`src/rtl/busy_timer.sv`:
```
// Programmable busy/hold-off timer with one-shot, retrigger and periodic modes plus abort.
// Define BUSY_TIMER_PRESCALE_EN to add the i_prescale port and a tick prescaler.
module busy_timer #(
    parameter int unsigned WIDTH          = 16,
    parameter int unsigned DEFAULT_AMOUNT = 22,
    parameter int unsigned PRESCALE_W     = 8
) (
    input  logic                  i_clk,
    input  logic                  i_reset_n,
    input  logic                  i_start,
    input  logic [WIDTH-1:0]      i_amount,
    input  logic [1:0]            i_mode,
    input  logic                  i_abort,
`ifdef BUSY_TIMER_PRESCALE_EN
    input  logic [PRESCALE_W-1:0] i_prescale,
`endif
    output logic                  o_busy,
    output logic                  o_done,
    output logic                  o_start_ack,
    output logic [WIDTH-1:0]      o_count
);

    typedef enum logic {
        IDLE,
        RUN
    } state_t;

    typedef enum logic [1:0] {
        MODE_ONESHOT  = 2'b00,
        MODE_RETRIG   = 2'b01,
        MODE_PERIODIC = 2'b10,
        MODE_ONESHOT3 = 2'b11
    } mode_t;

    localparam logic [WIDTH-1:0] ONE = WIDTH'(1);

    if (DEFAULT_AMOUNT < 1 || PRESCALE_W < 1 || (64'(DEFAULT_AMOUNT) >> WIDTH) != 0) begin : g_param_check
        $error("busy_timer: DEFAULT_AMOUNT must be in 1..2^WIDTH-1 and PRESCALE_W >= 1");
    end

    state_t           state, state_next;
    mode_t            mode_lat, mode_next;
    logic [WIDTH-1:0] amount_lat, amount_next;
    logic [WIDTH-1:0] count, count_next;
    logic             done_next, ack_next;
    logic [WIDTH-1:0] amount_eff;
    logic             accept;
    logic             tick;

`ifdef BUSY_TIMER_PRESCALE_EN
    logic [PRESCALE_W-1:0] presc, presc_next;
    logic [PRESCALE_W-1:0] presc_lat, presc_lat_next;

    assign tick = (presc == presc_lat);
`else
    assign tick = 1'b1;
`endif

    assign amount_eff = (i_amount == '0) ? WIDTH'(DEFAULT_AMOUNT) : i_amount;
    // A retrigger-mode run keeps accepting starts; other modes only accept from idle.
    assign accept     = i_start && ((state == IDLE) || (mode_lat == MODE_RETRIG));

    always_ff @(posedge i_clk or negedge i_reset_n) begin
        if (!i_reset_n) begin
            state       <= IDLE;
            mode_lat    <= MODE_ONESHOT;
            amount_lat  <= '0;
            count       <= '0;
            o_done      <= 1'b0;
            o_start_ack <= 1'b0;
`ifdef BUSY_TIMER_PRESCALE_EN
            presc       <= '0;
            presc_lat   <= '0;
`endif
        end else begin
            state       <= state_next;
            mode_lat    <= mode_next;
            amount_lat  <= amount_next;
            count       <= count_next;
            o_done      <= done_next;
            o_start_ack <= ack_next;
`ifdef BUSY_TIMER_PRESCALE_EN
            presc       <= presc_next;
            presc_lat   <= presc_lat_next;
`endif
        end
    end

    always_comb begin
        state_next     = state;
        mode_next      = mode_lat;
        amount_next    = amount_lat;
        count_next     = count;
        done_next      = 1'b0;
        ack_next       = 1'b0;
`ifdef BUSY_TIMER_PRESCALE_EN
        presc_next     = presc;
        presc_lat_next = presc_lat;
`endif

        if (i_abort) begin
            state_next = IDLE;
            count_next = '0;
`ifdef BUSY_TIMER_PRESCALE_EN
            presc_next = '0;
`endif
        end else if (accept) begin
            state_next  = RUN;
            mode_next   = mode_t'(i_mode);
            amount_next = amount_eff;
            count_next  = amount_eff - ONE;
            ack_next    = 1'b1;
`ifdef BUSY_TIMER_PRESCALE_EN
            presc_next     = '0;
            presc_lat_next = i_prescale;
`endif
        end else if (state == RUN) begin
`ifdef BUSY_TIMER_PRESCALE_EN
            presc_next = tick ? '0 : presc + 1'b1;
`endif
            if (tick) begin
                if (count != '0) begin
                    count_next = count - ONE;
                end else if (mode_lat == MODE_PERIODIC) begin
                    count_next = amount_lat - ONE;
                    done_next  = 1'b1;
                end else begin
                    state_next = IDLE;
                    done_next  = 1'b1;
                end
            end
        end
    end

    assign o_busy  = (state == RUN);
    assign o_count = count;

endmodule

```
`config.mk`:
```
export PLATFORM = sky130hd
export DESIGN_NAME = busy_timer
export DESIGN_NICKNAME = d
export VERILOG_FILES = /design/src/rtl/busy_timer.sv
export SDC_FILE = /design/constraint.sdc
export NUM_CORES = 1
export LEC_CHECK = 0
export CORE_ASPECT_RATIO = 0.7
export CORE_MARGIN = 3
export CORE_UTILIZATION = 23
export DETAILED_ROUTE_END_ITERATION = 8
export GPL_ROUTABILITY_DRIVEN = 0
export SLEW_MARGIN = 20
export SYNTH_ARGS = -nofsm -noshare
export SYNTH_HDL_FRONTEND = slang
export SYNTH_SLANG_ARGS = --single-unit
```
`constraint.sdc`:
```
create_clock -name i_clk -period 4 [get_ports i_clk]
set_clock_uncertainty 0.15 [all_clocks]
set_input_delay 1.2 -clock i_clk [delete_from_list [all_inputs] [get_ports i_clk]]
set_output_delay 1.2 -clock i_clk [all_outputs]
set_load 0.05 [all_outputs]
```
# --- Yosys cells after proc, flatten, opt, wreduce, memory -nomap -nowiden ---
# Cells that the tools add are included.
word_totals:
  memories: 0
  in_bits: 22
  romBits: 0
  mem_bits_rw: 0
  regBits: 37
  out_inout_bits: 19
  word_cells: 38
  latchBits: 0
classes:
  n_lt_le_gt_ge: 0
  shift: 0
  div: 0
  bitwise_logic: 2
  n_addsub: 3
  eq_ne: 2
  multipliers: 0
  n_reduce_logical: 8
  mux: 17
ops:
  columns: ["cell", "n"]
  rows:
  - ["$mux 16", 6]
  - ["$sub 16x1->16 const B", 3]
  - ["$logic_not 16->1", 1]
  - ["$reduce_bool 16->1", 1]
  - ["$mux 1", 11]
  - ["$reduce_and 2->1", 2]
  - ["$reduce_bool 4->1", 1]
  - ["$reduce_bool 3->1", 1]
  - ["$eq 2x1->1 const B", 1]
  - ["$eq 2x2->1 const B", 1]
  - ["$not 1->1", 2]
  - ["$logic_and 1x1->1", 1]
  - ["$logic_or 1x1->1", 1]

# --- Logic depth before layout (Yosys ltp) ---
logic_depth:
  ltp_word: 6
  mapped_depth: 12
  mapped_depth_nobuf: 10

# --- Worst setup path before layout ---
# OpenSTA, ideal clock, no wires.
synth_timing:
  path_kind: "in2reg"
  startpoint: "in i_start"
  endpoint: "reg count[10], in the netlist o_count[10]"
  path_stages: 9
  setup_slack_ns: 0.400
  arrival_time_ns: 3.350
  setup_time_ns: 0.099
  path_cell_list: "o21a_1 > clkbuf_1 > clkbuf_1 > a21o_1 > ha_1 > o21ai_1 > or4_4 > or3_1 > a311oi_1"
synth_between:
  elab_chain_len: 3
  elab_cells_between_ends: 6
  classes_between: "2 x mux; 4 x reduce/logical"
synth_lines:
  columns: ["element", "line", "source"]
  rows:
  - ["from (decl)", "10", "input logic i_start,"]
  - ["$logic_and 1x1->1 (*)", "61", "assign accept = i_start && ((state == IDLE) || (mode_lat == MODE_RETRIG));"]
  - ["$reduce_bool 4->1 (no source line), or another cell as far along", null, null]
  - ["$reduce_and 2->1 (no source line) / $mux 16 (equally long branches)", null, null]
  - ["to (signal assigned)", "79", "count <= count_next;"]
  - ["to (decl)", "44", "logic [WIDTH-1:0] count, count_next;"]
# Every way passes the cells marked *; elsewhere a longest branch is shown, timed or not.
# A chain may end at the register's enable or synchronous reset.

# --- Worst setup path after layout ---
layout_timing:
  startpoint: "in i_amount[3]"
  endpoint: "reg count[10], in the netlist o_count[10]"
layout_between:
  elab_chain_len: 5
layout_lines:
  columns: ["element", "line", "source"]
  rows:
  - ["from (decl)", "11", "input logic [WIDTH-1:0] i_amount,"]
  - ["$logic_not 16->1", "59", "assign amount_eff = (i_amount == '0) ? WIDTH'(DEFAULT_AMOUNT) : i_amount;"]
  - ["$mux 16 (*)", "59", null]
  - ["$sub 16x1->16 (*)", "111", "count_next = amount_eff - ONE;"]
  - ["$mux 16 (*)", "107", "end else if (accept) begin"]
  - ["$mux 16 (*)", "101", "if (i_abort) begin"]
# Marked as above.

==> impl_metrics.tcl <==
set metrics [dict create \
    ir_drop_mv 0.1465 \
    synth_area_per_cell_sq_um 9.217 \
    synth_xor_area_share_pct 1.660 \
    worstSkewPairLatency_ps 280 \
    cts_hold_buf 0 \
    end_kind "flip-flop" \
    p_sw_share_pct 37.04 \
    synth_top_area_cell "dfrtp_1" \
    p_sw_uw 520.6 \
    ant_nets 0 \
    place.detailed.instances 400 \
    outcome "finished, final reports clean" \
    crit_path_max_incr_delay_ps 570 \
    routedWlPerCell_um 16.26 \
    setup_viol 0 \
    synth_top_family_by_area "compound AO/OA/AOI/OAI gates" \
    crit_chain "clkdlybuf4s50_1 > nor4_1 > buf_4 > and4_1 > nor3_1 > o22ai_2 > or4_4 > or3_1 > a311oi_1" \
    holdWs_ps 358.9 \
    core_sq_um 8688 \
    final_util_pct 33.57 \
    cp_data_required_time_ps 4030 \
    ys_types 42 \
    yosysSeqAreaShare_pct 43.86 \
    synth-adder-area-share_pct 0.5928 \
    drv_cap 0 \
    post-route-min-period_ps 3802 \
    syn2layout_area_growth_pct 38.17 \
    cp_slowest_cell "or4_4" \
    cts_tree "built" \
    ios 41 \
    power_uw 1406 \
    leakagePower_uw 0.001146 \
    hold_path_class "reg -> reg" \
    cts-root-buf "clkbuf_16" \
    synth_ff_type "dfrtp_1" \
    slew-limit-headroom_pct 41.66 \
    startpoint "i_amount[3]" \
    grt_pass1_vias 1935 \
    p_seq_share_pct 36.4 \
    n_antenna_cell 0 \
    ctsResizeCount 0 \
    post-route-drc-count 0 \
    drive_gt1_share_pct 17.71 \
    synth-simple-area-share_pct 20.81 \
    path_class "in -> reg" \
    start_kind "input port" \
    yosysWarnings 0 \
    p_per_area_nw_per_um2 481.9 \
    async_flop_share_pct 100.0 \
    synth.mux.area_fraction_pct 7.943 \
    cts_made_buffers 5 \
    vias 2029 \
    die_area_sq_um 10380 \
    grt_usage_pct 13.23 \
    synth-compound-area-share_pct 22.11 \
    max_freq_ghz 0.2630 \
    rr_worst_depth 10 \
    synthCells 229 \
    synth_area_sq_um 2111 \
    internal-power_uw 885.0 \
    finalHoldViolations 0 \
    vias_per_cell 4.973 \
    rows 28 \
    grt_pass1_wl_mm 10.79 \
    synth_top_area_share_pct 43.86 \
    combPwrFrac_pct 37.0 \
    crit_arrival_ps 3830 \
    yosys-top-cells-area "dfrtp_1 (44%), mux2_2 (7.5%), nor2_1 (6.9%), a21oi_1 (4.7%), a311oi_1 (3.3%)" \
    final_cell_count_no_fill 408 \
    antenna_found_initial 0 \
    tightest_slew_ps 875.1 \
    clockPowerShare_pct 26.6 \
    finalCritPeriodShare_pct 95.05 \
    layout_common_cells "nor2_1 (39), clkdlybuf4s50_1 (39), dfrtp_1 (37), buf_4 (23), a21oi_1 (20)" \
    start_util_pct 24.29 \
    htreeDepth 2 \
    clk_pin_slew_ps 50 \
    cts.path.max_buffers 2 \
    rsz0062_at_grt "no" \
    critPathCapture "o_count[10]$_DFFE_PN0P_" \
    first_iter_violations 177 \
    dr.pass1.iters 4 \
    crit_fanout 6 \
    timing.rr.start "o_count[8]$_DFFE_PN0P_" \
    cts_setup_buffers 0 \
    totalWireLength_mm 6.633 \
    syn_nets 252 \
    min_path_cells 1 \
    grt_max_degree 38 \
    rrSetupSlack_ps 610 \
    fp.dieH_um 86.15 \
    grt.overflow.total 0 \
    report.final.slew_viol_count 0 \
    port-buffer-count 40 \
    hpwl_mm 5.046 \
    cts_sinks 37 \
    yosys_register_bits 37 \
    fin_nets 310 \
    r2r_end "o_count[12]$_DFFE_PN0P_" \
    synth_edf_count 0 \
    fp.dieW_um 120.5 \
]
-- metal layers --
metal	wire [um]	track usage (%)	vias up
met1	3403	20.68	983
li1	-	-	974
met2	2633	17.79	67
met4	44	2.675	0
met5	0	0	-
met3	551	3.691	5
-- how the worst min path moves through the flow --
stage / slack (ps) / start / end
2_1_floorplan: 330 / amount_lat[13]$_DFFE_PN0P_ / amount_lat[13]$_DFFE_PN0P_
3_3_place_gp: 340 / amount_lat[12]$_DFFE_PN0P_ / amount_lat[12]$_DFFE_PN0P_
3_5_place_dp: 350 / amount_lat[12]$_DFFE_PN0P_ / amount_lat[12]$_DFFE_PN0P_
4_1_cts: 360 / amount_lat[12]$_DFFE_PN0P_ / amount_lat[12]$_DFFE_PN0P_
5_1_grt: 390 / amount_lat[12]$_DFFE_PN0P_ / amount_lat[12]$_DFFE_PN0P_
6_report: 360 / amount_lat[15]$_DFFE_PN0P_ / amount_lat[15]$_DFFE_PN0P_
-- power by group through the flow --
stage          combinational (uW)  clock, uW  sequential, uW
6_report                      520        374             512
5_1_grt                       561        404             523
4_1_cts                       520        386             511
3_5_place_dp                  517          0             517
3_3_place_gp                  511          0             516
2_1_floorplan                 243          0             590
-- synthesized netlist by cell type (all sizes together) (3+ instances only) --
| library cell | n |
|---|---|
| a311oi | 8 |
| nor4 | 11 |
| dfrtp | 37 |
| o21a | 3 |
| xnor2 | 3 |
| inv | 4 |
| nor2 | 39 |
| a31o | 3 |
| clkbuf | 10 |
| nand2 | 11 |
| nand3 | 3 |
| a21o | 4 |
| mux2 | 14 |
| nor3 | 9 |
| nand4 | 3 |
| a21oi | 20 |
| a211oi | 10 |
| o21ai | 14 |
-- sequential cells by signal (all words and copies together) (netlist names) --
register     cells
o_start_ack      1
o_busy           1
amount_lat      16
o_count         16
o_done           1
mode_lat         2
-- through the flow --
stage / TNS (ps) / cell area, sq um / setup slack [ps]
after CTS: 0 / 2917 / 213.4
after global routing: 0 / 2917 / 11.26
after floorplan: 0 / 2111 / 400.2
final: 0 / 2917 / 197.9
after detailed placement: -12.58 / 2780 / -12.58
after global placement: 0 / 2780 / 38.60
-- layout make-up --
cell class                 instances  area (sq um)
fill                             947          5772
multi-input combinational        176          1121
sequential                        37         925.9
timing repair buffer              63         568.0
tap                              120         150.1
clock buffer                       8         136.4
inverter                           4         15.01
-- critical path, delay by kind of cell --
family / cells / cell delay (ps)
simple gates: 5 / 1530
buf+inv: 2 / 690
compound gates: 2 / 410
-- cells by family after synthesis --
kind of cell / after synthesis
simple gates: 87
compound gates: 69
flops: 37
buf+inv: 16
mux: 15
xor+xnor: 4
fa+ha+maj: 1
(Power assumes the default switching activity.)
